--- src/rtl/subtrator_serial_pkg.sv ---
// Shared definitions for the bit-serial subtractor: controller state
// encodings and default widths.
package subtrator_serial_pkg;

    typedef enum logic [1:0] {
        OCIOSO  = 2'd0,
        CALCULA = 2'd1,
        FIM     = 2'd2
    } estado_t;

    localparam int N_DEFAULT  = 8;
    localparam int CW_DEFAULT = 4;

endpackage

--- src/rtl/subtrator_serial_completo.sv ---
// One-bit subtractor cells: a half subtractor and a full subtractor built
// from two half subtractors with the two partial borrows OR-ed together.
module meio_subtrator (
    input  logic x,
    input  logic y,
    output logic diff,
    output logic bout
);

    // Half subtractor: x - y with borrow-out.
    always_comb begin
        diff = x ^ y;
        bout = ~x & y;
    end

endmodule

module subtrator_completo (
    input  logic a,
    input  logic b,
    input  logic bin,
    output logic diff,
    output logic bout
);

    logic diff_h1;
    logic bout_h1;
    logic bout_h2;

    meio_subtrator u_meio_1 (
        .x    (a),
        .y    (b),
        .diff (diff_h1),
        .bout (bout_h1)
    );

    meio_subtrator u_meio_2 (
        .x    (diff_h1),
        .y    (bin),
        .diff (diff),
        .bout (bout_h2)
    );

    // A borrow is produced by either stage; both can never fire together.
    always_comb begin
        bout = bout_h1 | bout_h2;
    end

endmodule

--- src/rtl/subtrator_serial.sv ---
// Bit-serial N-bit subtractor: D = A - B computed LSB first, one bit per
// clock, through a single full-subtractor cell and a borrow flip-flop.
module subtrator_serial
    import subtrator_serial_pkg::*;
#(
    parameter int N  = N_DEFAULT,
    parameter int CW = CW_DEFAULT
) (
    input  logic         clk,
    input  logic         rst,
    input  logic         start,
    input  logic [N-1:0] a,
    input  logic [N-1:0] b,
    output logic         busy,
    output logic         done,
    output logic [N-1:0] d,
    output logic         borrow
);

    estado_t       estado;
    estado_t       estado_prox;
    logic [N-1:0]  sa;
    logic [N-1:0]  sb;
    logic [N-2:0]  sres;
    logic [N-1:0]  sres_next;
    logic          bq;
    logic [CW-1:0] cnt;
    logic          diff_bit;
    logic          bout;
    logic          ultimo;

    // The only arithmetic: one full-subtractor cell fed by the operand LSBs.
    subtrator_completo u_celula (
        .a    (sa[0]),
        .b    (sb[0]),
        .bin  (bq),
        .diff (diff_bit),
        .bout (bout)
    );

    // Result register holds the N-1 bits already produced; the bit computed
    // this cycle completes the word on the last edge.
    always_comb begin
        sres_next = {diff_bit, sres};
        ultimo    = (cnt == CW'(N - 1));
    end

    // State register; reset aborts any operation in flight.
    always_ff @(posedge clk) begin
        if (rst) begin
            estado <= OCIOSO;
        end else begin
            estado <= estado_prox;
        end
    end

    // Next-state and status decode; outputs come from the state register only.
    always_comb begin
        estado_prox = estado;
        busy        = 1'b0;
        done        = 1'b0;
        case (estado)
            OCIOSO: begin
                if (start) begin
                    estado_prox = CALCULA;
                end
            end
            CALCULA: begin
                busy = 1'b1;
                if (ultimo) begin
                    estado_prox = FIM;
                end
            end
            FIM: begin
                done        = 1'b1;
                estado_prox = OCIOSO;
            end
            default: estado_prox = OCIOSO;
        endcase
    end

    // Operand capture, serial shifting, borrow chain and result commit.
    always_ff @(posedge clk) begin
        if (rst) begin
            sa     <= '0;
            sb     <= '0;
            sres   <= '0;
            bq     <= 1'b0;
            cnt    <= '0;
            d      <= '0;
            borrow <= 1'b0;
        end else begin
            case (estado)
                OCIOSO: begin
                    if (start) begin
                        sa  <= a;
                        sb  <= b;
                        bq  <= 1'b0;
                        cnt <= '0;
                    end
                end
                CALCULA: begin
                    sa   <= {1'b0, sa[N-1:1]};
                    sb   <= {1'b0, sb[N-1:1]};
                    sres <= sres_next[N-1:1];
                    bq   <= bout;
                    cnt  <= cnt + 1'b1;
                    // d/borrow are committed on the final edge so they are
                    // already valid in the cycle done is high.
                    if (ultimo) begin
                        d      <= sres_next;
                        borrow <= bout;
                    end
                end
                default: ;
            endcase
        end
    end

endmodule

--- config.mk ---
export PLATFORM = sky130hd
export DESIGN_NAME = subtrator_serial
export DESIGN_NICKNAME = d
export VERILOG_FILES = /design/src/rtl/subtrator_serial_pkg.sv /design/src/rtl/subtrator_serial_completo.sv /design/src/rtl/subtrator_serial.sv
export SDC_FILE = /design/constraint.sdc
export NUM_CORES = 1
export LEC_CHECK = 0
export ABC_AREA = 1
export CAP_MARGIN = 0
export CORE_UTILIZATION = 50
export DETAILED_ROUTE_END_ITERATION = 10
export GPL_TIMING_DRIVEN = 0
export PLACE_DENSITY = 0.84
export REMOVE_ABC_BUFFERS = 1
export SKIP_LAST_GASP = 1
export SYNTH_ARGS = -nofsm -noshare
export SYNTH_HDL_FRONTEND = slang
export SYNTH_SLANG_ARGS = --single-unit
--- constraint.sdc ---
create_clock -name clk -period 2.95 [get_ports clk]
set_clock_uncertainty 0.15 [all_clocks]
set_input_delay 0.59 -clock clk [delete_from_list [all_inputs] [get_ports clk]]
set_output_delay 0.59 -clock clk [all_outputs]
set_load 0.02 [all_outputs]
# [Word level (Yosys, flattened, before mapping)]
# Index checks and enable logic that the tools add are counted.
[word_totals] elab_cells=39 input_bits=19 register_bits=39 out_inout_bits=11
[classes] n_reduce_logical=5 n_mux=13 bitwise_logic=7 addsub=1 n_eq_ne=5
[ops] operator="case mux 8 bit (2 select lines)" n=2
[ops] operator="2-to-1 mux 8 bit" n=2
[ops] operator="case mux 4 bit (2 select lines)" n=1
[ops] operator="AND reduction 2 bit" n=3
[ops] operator="adder 4 x 1 -> 4 bit (second input constant)" n=1
[ops] operator="equality test 4 x 3 -> 1 bit (second input constant)" n=1
[ops] operator="2-to-1 mux 2 bit" n=2
[ops] operator="2-to-1 mux 4 bit" n=1
[ops] operator="!= test 2 bit (second input constant)" n=2
[ops] operator="case mux 2 bit (2 select lines)" n=1
[ops] operator="2-to-1 mux 1 bit" n=3
[ops] operator="bitwise AND 1 bit" n=2
[ops] operator="equality test 2 x 1 -> 1 bit (second input constant)" n=1
[ops] operator="equality test 2 bit (second input constant)" n=1
[ops] operator="logical NOT 2 bit" n=1
[ops] operator="inverter 1 bit" n=2
[ops] operator="case mux 1 bit (2 select lines)" n=1
[ops] operator="nonzero test 2 bit" n=1
[ops] operator="XOR 1 bit" n=2
[ops] operator="bitwise OR 1 bit" n=1

# [Logic depth before layout (Yosys ltp)]
[depth] word_depth=5 depth_mapped=7 depth_no_buf=7

# [Cells and area by module]
# Synthesis repeated with hierarchy kept, for this count alone.
[hier_totals] hier_cells=257 area_unflattened_um2=1721.7
[by_module_without_submodules] mod="subtrator_serial" area_each_um2=1670.4 seq_area_each_um2=780.7 cells_per_inst=248 n_inst=1
[by_module_without_submodules] mod="meio_subtrator" area_each_um2=20.0 seq_area_each_um2=0.0 cells_per_inst=3 n_inst=2
[by_module_without_submodules] mod="subtrator_completo" area_each_um2=11.3 seq_area_each_um2=0.0 cells_per_inst=3 n_inst=1

# [Worst setup path after synthesis]
# No wires, ideal clock.
[synth_path] kind="register -> output" startpoint="reg estado[0]" endpoint="out busy" arrival_ns=0.794 required_time_ns=2.210 stages_incl_launch_ff=4 n_path_buf=1 path_slack_ns=1.416 cell_sequence="dfxtp_1 inv_1 nor2_4 buf_6"
[synth_via] elab_chain_cells=2
[synth_lines] item="from (decl)" line="subtrator_serial.sv:20" rtl="estado_t estado;"
[synth_lines] item="from (signal assigned)" line="subtrator_serial.sv:53" rtl="estado <= estado_prox;"
[synth_lines] item="equality test 2 x 1 -> 1 bit" line="subtrator_serial.sv:62" rtl="case (estado)"
[synth_lines] item="2-to-1 mux 1 bit" line="subtrator_serial.sv:62"
[synth_lines] item="to (decl)" line="subtrator_serial.sv:14" rtl="output logic busy,"
# No other way between the ends.

# [Final worst setup path]
# Ends and elaborated chain as after synthesis.

==> results.py <==
metrics = {
    "pwr": {
        "p_leak_nw": 0.8598,
        "p_int_mw": 0.7105,
        "comb_power_share_pct": 15.3,
        "switching_share_pct": 28.53,
        "p_total_mw": 0.9942,
        "clkPwrFrac_pct": 26.8,
        "p_seq_share_pct": 57.9,
        "power_density_nw_per_um2": 483.0,
        "p_sw_mw": 0.2837,
        "irDropWorstVdd_uv": 361.5,
    },
    "sta": {
        "slew_headroom_pct": 44.11,
        "worst_pin_slew_ns": 0.8374,
        "hold_viol": 0,
        "rsz0062_at_grt": "no",
        "slew_viol_final": 0,
        "fmax_ghz": 0.3571,
        "whs_ns": 0.3045,
        "tns_ns": 0,
        "setup_violations": 0,
        "worst_slack_ns": 0.1496,
        "finalCriticalPeriod_ns": 2.800,
        "finalCritPeriodShare_pct": 94.93,
    },
    "placed_design": {
        "io_buffers": 29,
        "dpl.hpwl_um": 2208,
        "routabilityCongestion": 0.7930,
        "place_inst": 304,
        "dpl-instance-area_um2": 2004,
        "place_ws_ns": 0.3462,
    },
    "yosys": {
        "synthArstFlopShare_pct": 0,
        "ys_warn_count": 0,
        "yosysMostFrequentCell": "nand2_1",
        "synth_commonest_cells": "nand2_1 (64), nor2_1 (50), dfxtp_1 (39), nand3_1 (23), inv_1 (14)",
        "syn_inst": 241,
        "synth_largest_area_cell": "dfxtp_1",
        "synth_area_leaders": "dfxtp_1 (45%), nand2_1 (14%), nor2_1 (11%)",
        "ys_seq_area_share_pct": 45.25,
        "synth_area_um2": 1725,
        "synth_top_area_share_pct": 45.25,
        "synth-edff-count": 0,
        "ys_seq_elements": 39,
        "synth.distinct_cells": 22,
        "synthFlopType": "dfxtp_1",
        "synth.avg_cell_area_um2": 7.159,
    },
    "clocking": {
        "htreeDepth": 2,
        "clock_latency_ns": 0.35,
        "post_cts_resize_count": 0,
        "clk_pin_slew_worst_paths_ns": 0.12,
        "cts_tree": "done",
        "post_cts_buffers": 0,
        "ctsHoldBuffers": 0,
        "root_buffer": "clkbuf_4",
        "numClockSinks": 39,
        "cts_buffer_depth": 2,
        "cts_buffers": 5,
    },
    "floorplanning": {
        "fp.dieArea_um2": 3690,
        "fp.coreArea_um2": 3153,
        "rows": 20,
        "num_io_pins": 30,
        "dieHeight_um": 60.75,
        "start_util_pct": 54.72,
        "dieWidth_um": 60.75,
    },
    "critical_path": {
        "critPathCaptureType": "output pin",
        "cpPeakStageDelay_ns": 0.72,
        "critical_path_arrival_ns": 2.06,
        "path_class": "register to output pin",
        "crit_fanout": 28,
        "slowest_stage": "clkdlybuf4s50_1",
        "worstPathCellList": "inv_1 -> nor2_4 -> clkdlybuf4s50_1",
        "cp.required_ns": 2.21,
        "start_kind": "register",
    },
    "run_status": {
        "status": "finished clean",
    },
    "detailed_routing": {
        "wl_met3_um": 136,
        "wl_met1_um": 1583,
        "drcViolationCount": 0,
        "drt_wl_total_um": 3291,
        "wl_per_cell_um": 10.55,
        "vias": 1515,
        "drtAntennaViolNets": 0,
        "drtIter0Drc": 52,
        "routed.top_layer": "met4",
        "route.met2.wl_um": 1541,
        "vias_per_cell": 4.856,
        "dr.pass1.iters": 4,
    },
    "finish": {
        "syn2layout_area_growth_pct": 19.29,
        "diodes": 0,
        "nFillCells": 301,
        "nets": 288,
        "design_area_um2": 2058,
        "final_cells": 312,
        "drive_gt1_share_pct": 7.836,
        "register_area_um2": 780.7,
        "finish.utilization_pct": 65.28,
        "multiInputGateArea_um2": 818.3,
    },
    "run": {
        "cap_violations": 0,
    },
    "grt": {
        "grt_max_degree": 32,
        "grt_pass1_wl_um": 5727,
        "antenna_found_initial": 0,
        "gr-total-overflow": 0,
        "grt_use_total_pct": 21.48,
        "grt_pass1_vias": 1328,
    },
    "min_path": {
        "hold_class": "register to register",
    },
}
[routing by layer]
layer | vias up | GRT usage, %
met5 | - | 0
met4 | 0 | 6.818
met3 | 3 | 7.036
met2 | 31 | 36.42
met1 | 671 | 25.83
li1 | 810 | -
[kinds of logic after synthesis]
| kind of cell | count (synthesis) | share of synthesized area [%] |
|---|---|---|
| compound gates | 16 | 4.786 |
| fa+ha+maj | 2 | 1.885 |
| buf+inv | 26 | 7.324 |
| flops | 39 | 45.25 |
| simple gates | 158 | 40.75 |
[flip-flops by register name (all words and copies together) (netlist names)]
name    cells
sb          8
estado      2
sa          8
borrow      1
sres        7
bq          1
cnt         4
d           8
[layout make-up]
| cell class | instances | share of cell area (%) |
|---|---|---|
| flip-flops and latches | 39 | 37.93 |
| inverters | 16 | 2.918 |
| multi-input cells | 176 | 39.76 |
| well taps | 44 | 2.675 |
| repair buffers | 29 | 14.10 |
| clock inverters | 2 | 0.6079 |
| clock buffers | 6 | 2.006 |
[critical path: cells and delay by family (launching register included)]
family        cells  cell delay [ns]
buf+inv           2             0.81
flops             1             0.40
simple gates      1             0.48
[final timing paths]
check	start	cells after the start	endpoint	slack, ns
worst min-delay path	sb[4]	2	sb[3]	0.30
worst max-delay path	estado[0]	3	busy	0.15
worst min register to register	sb[4]	2	sb[3]	0.30
worst max register to register	estado[1]	5	sa[2]	1.06
[power by group through the flow]
stage          sequential [mW]  combinational [mW]  clock [mW]
3_5_place_dp             0.586               0.152           0
5_1_grt                  0.579               0.173       0.306
2_1_floorplan            0.583              0.0976           0
6_report                 0.575               0.152       0.267
3_3_place_gp             0.586               0.150           0
4_1_cts                  0.575               0.153       0.276
[cells in the final DEF, fill, tap and decap left out, types with 2 or more instances in the layout]
cell              n
a21oi_1           2
nand2_1          64
clkbuf_4          5
nor2_1           50
nand2_2           3
o21ai_0          12
dfxtp_1          39
inv_1            14
nand4_1           2
clkdlybuf4s50_1  29
nand3_1          23
nor2_4            3
inv_2             2
o22ai_1           2
nor2_2            5
nand3b_1          7
Note: power is estimated with default switching activity, not from simulation.
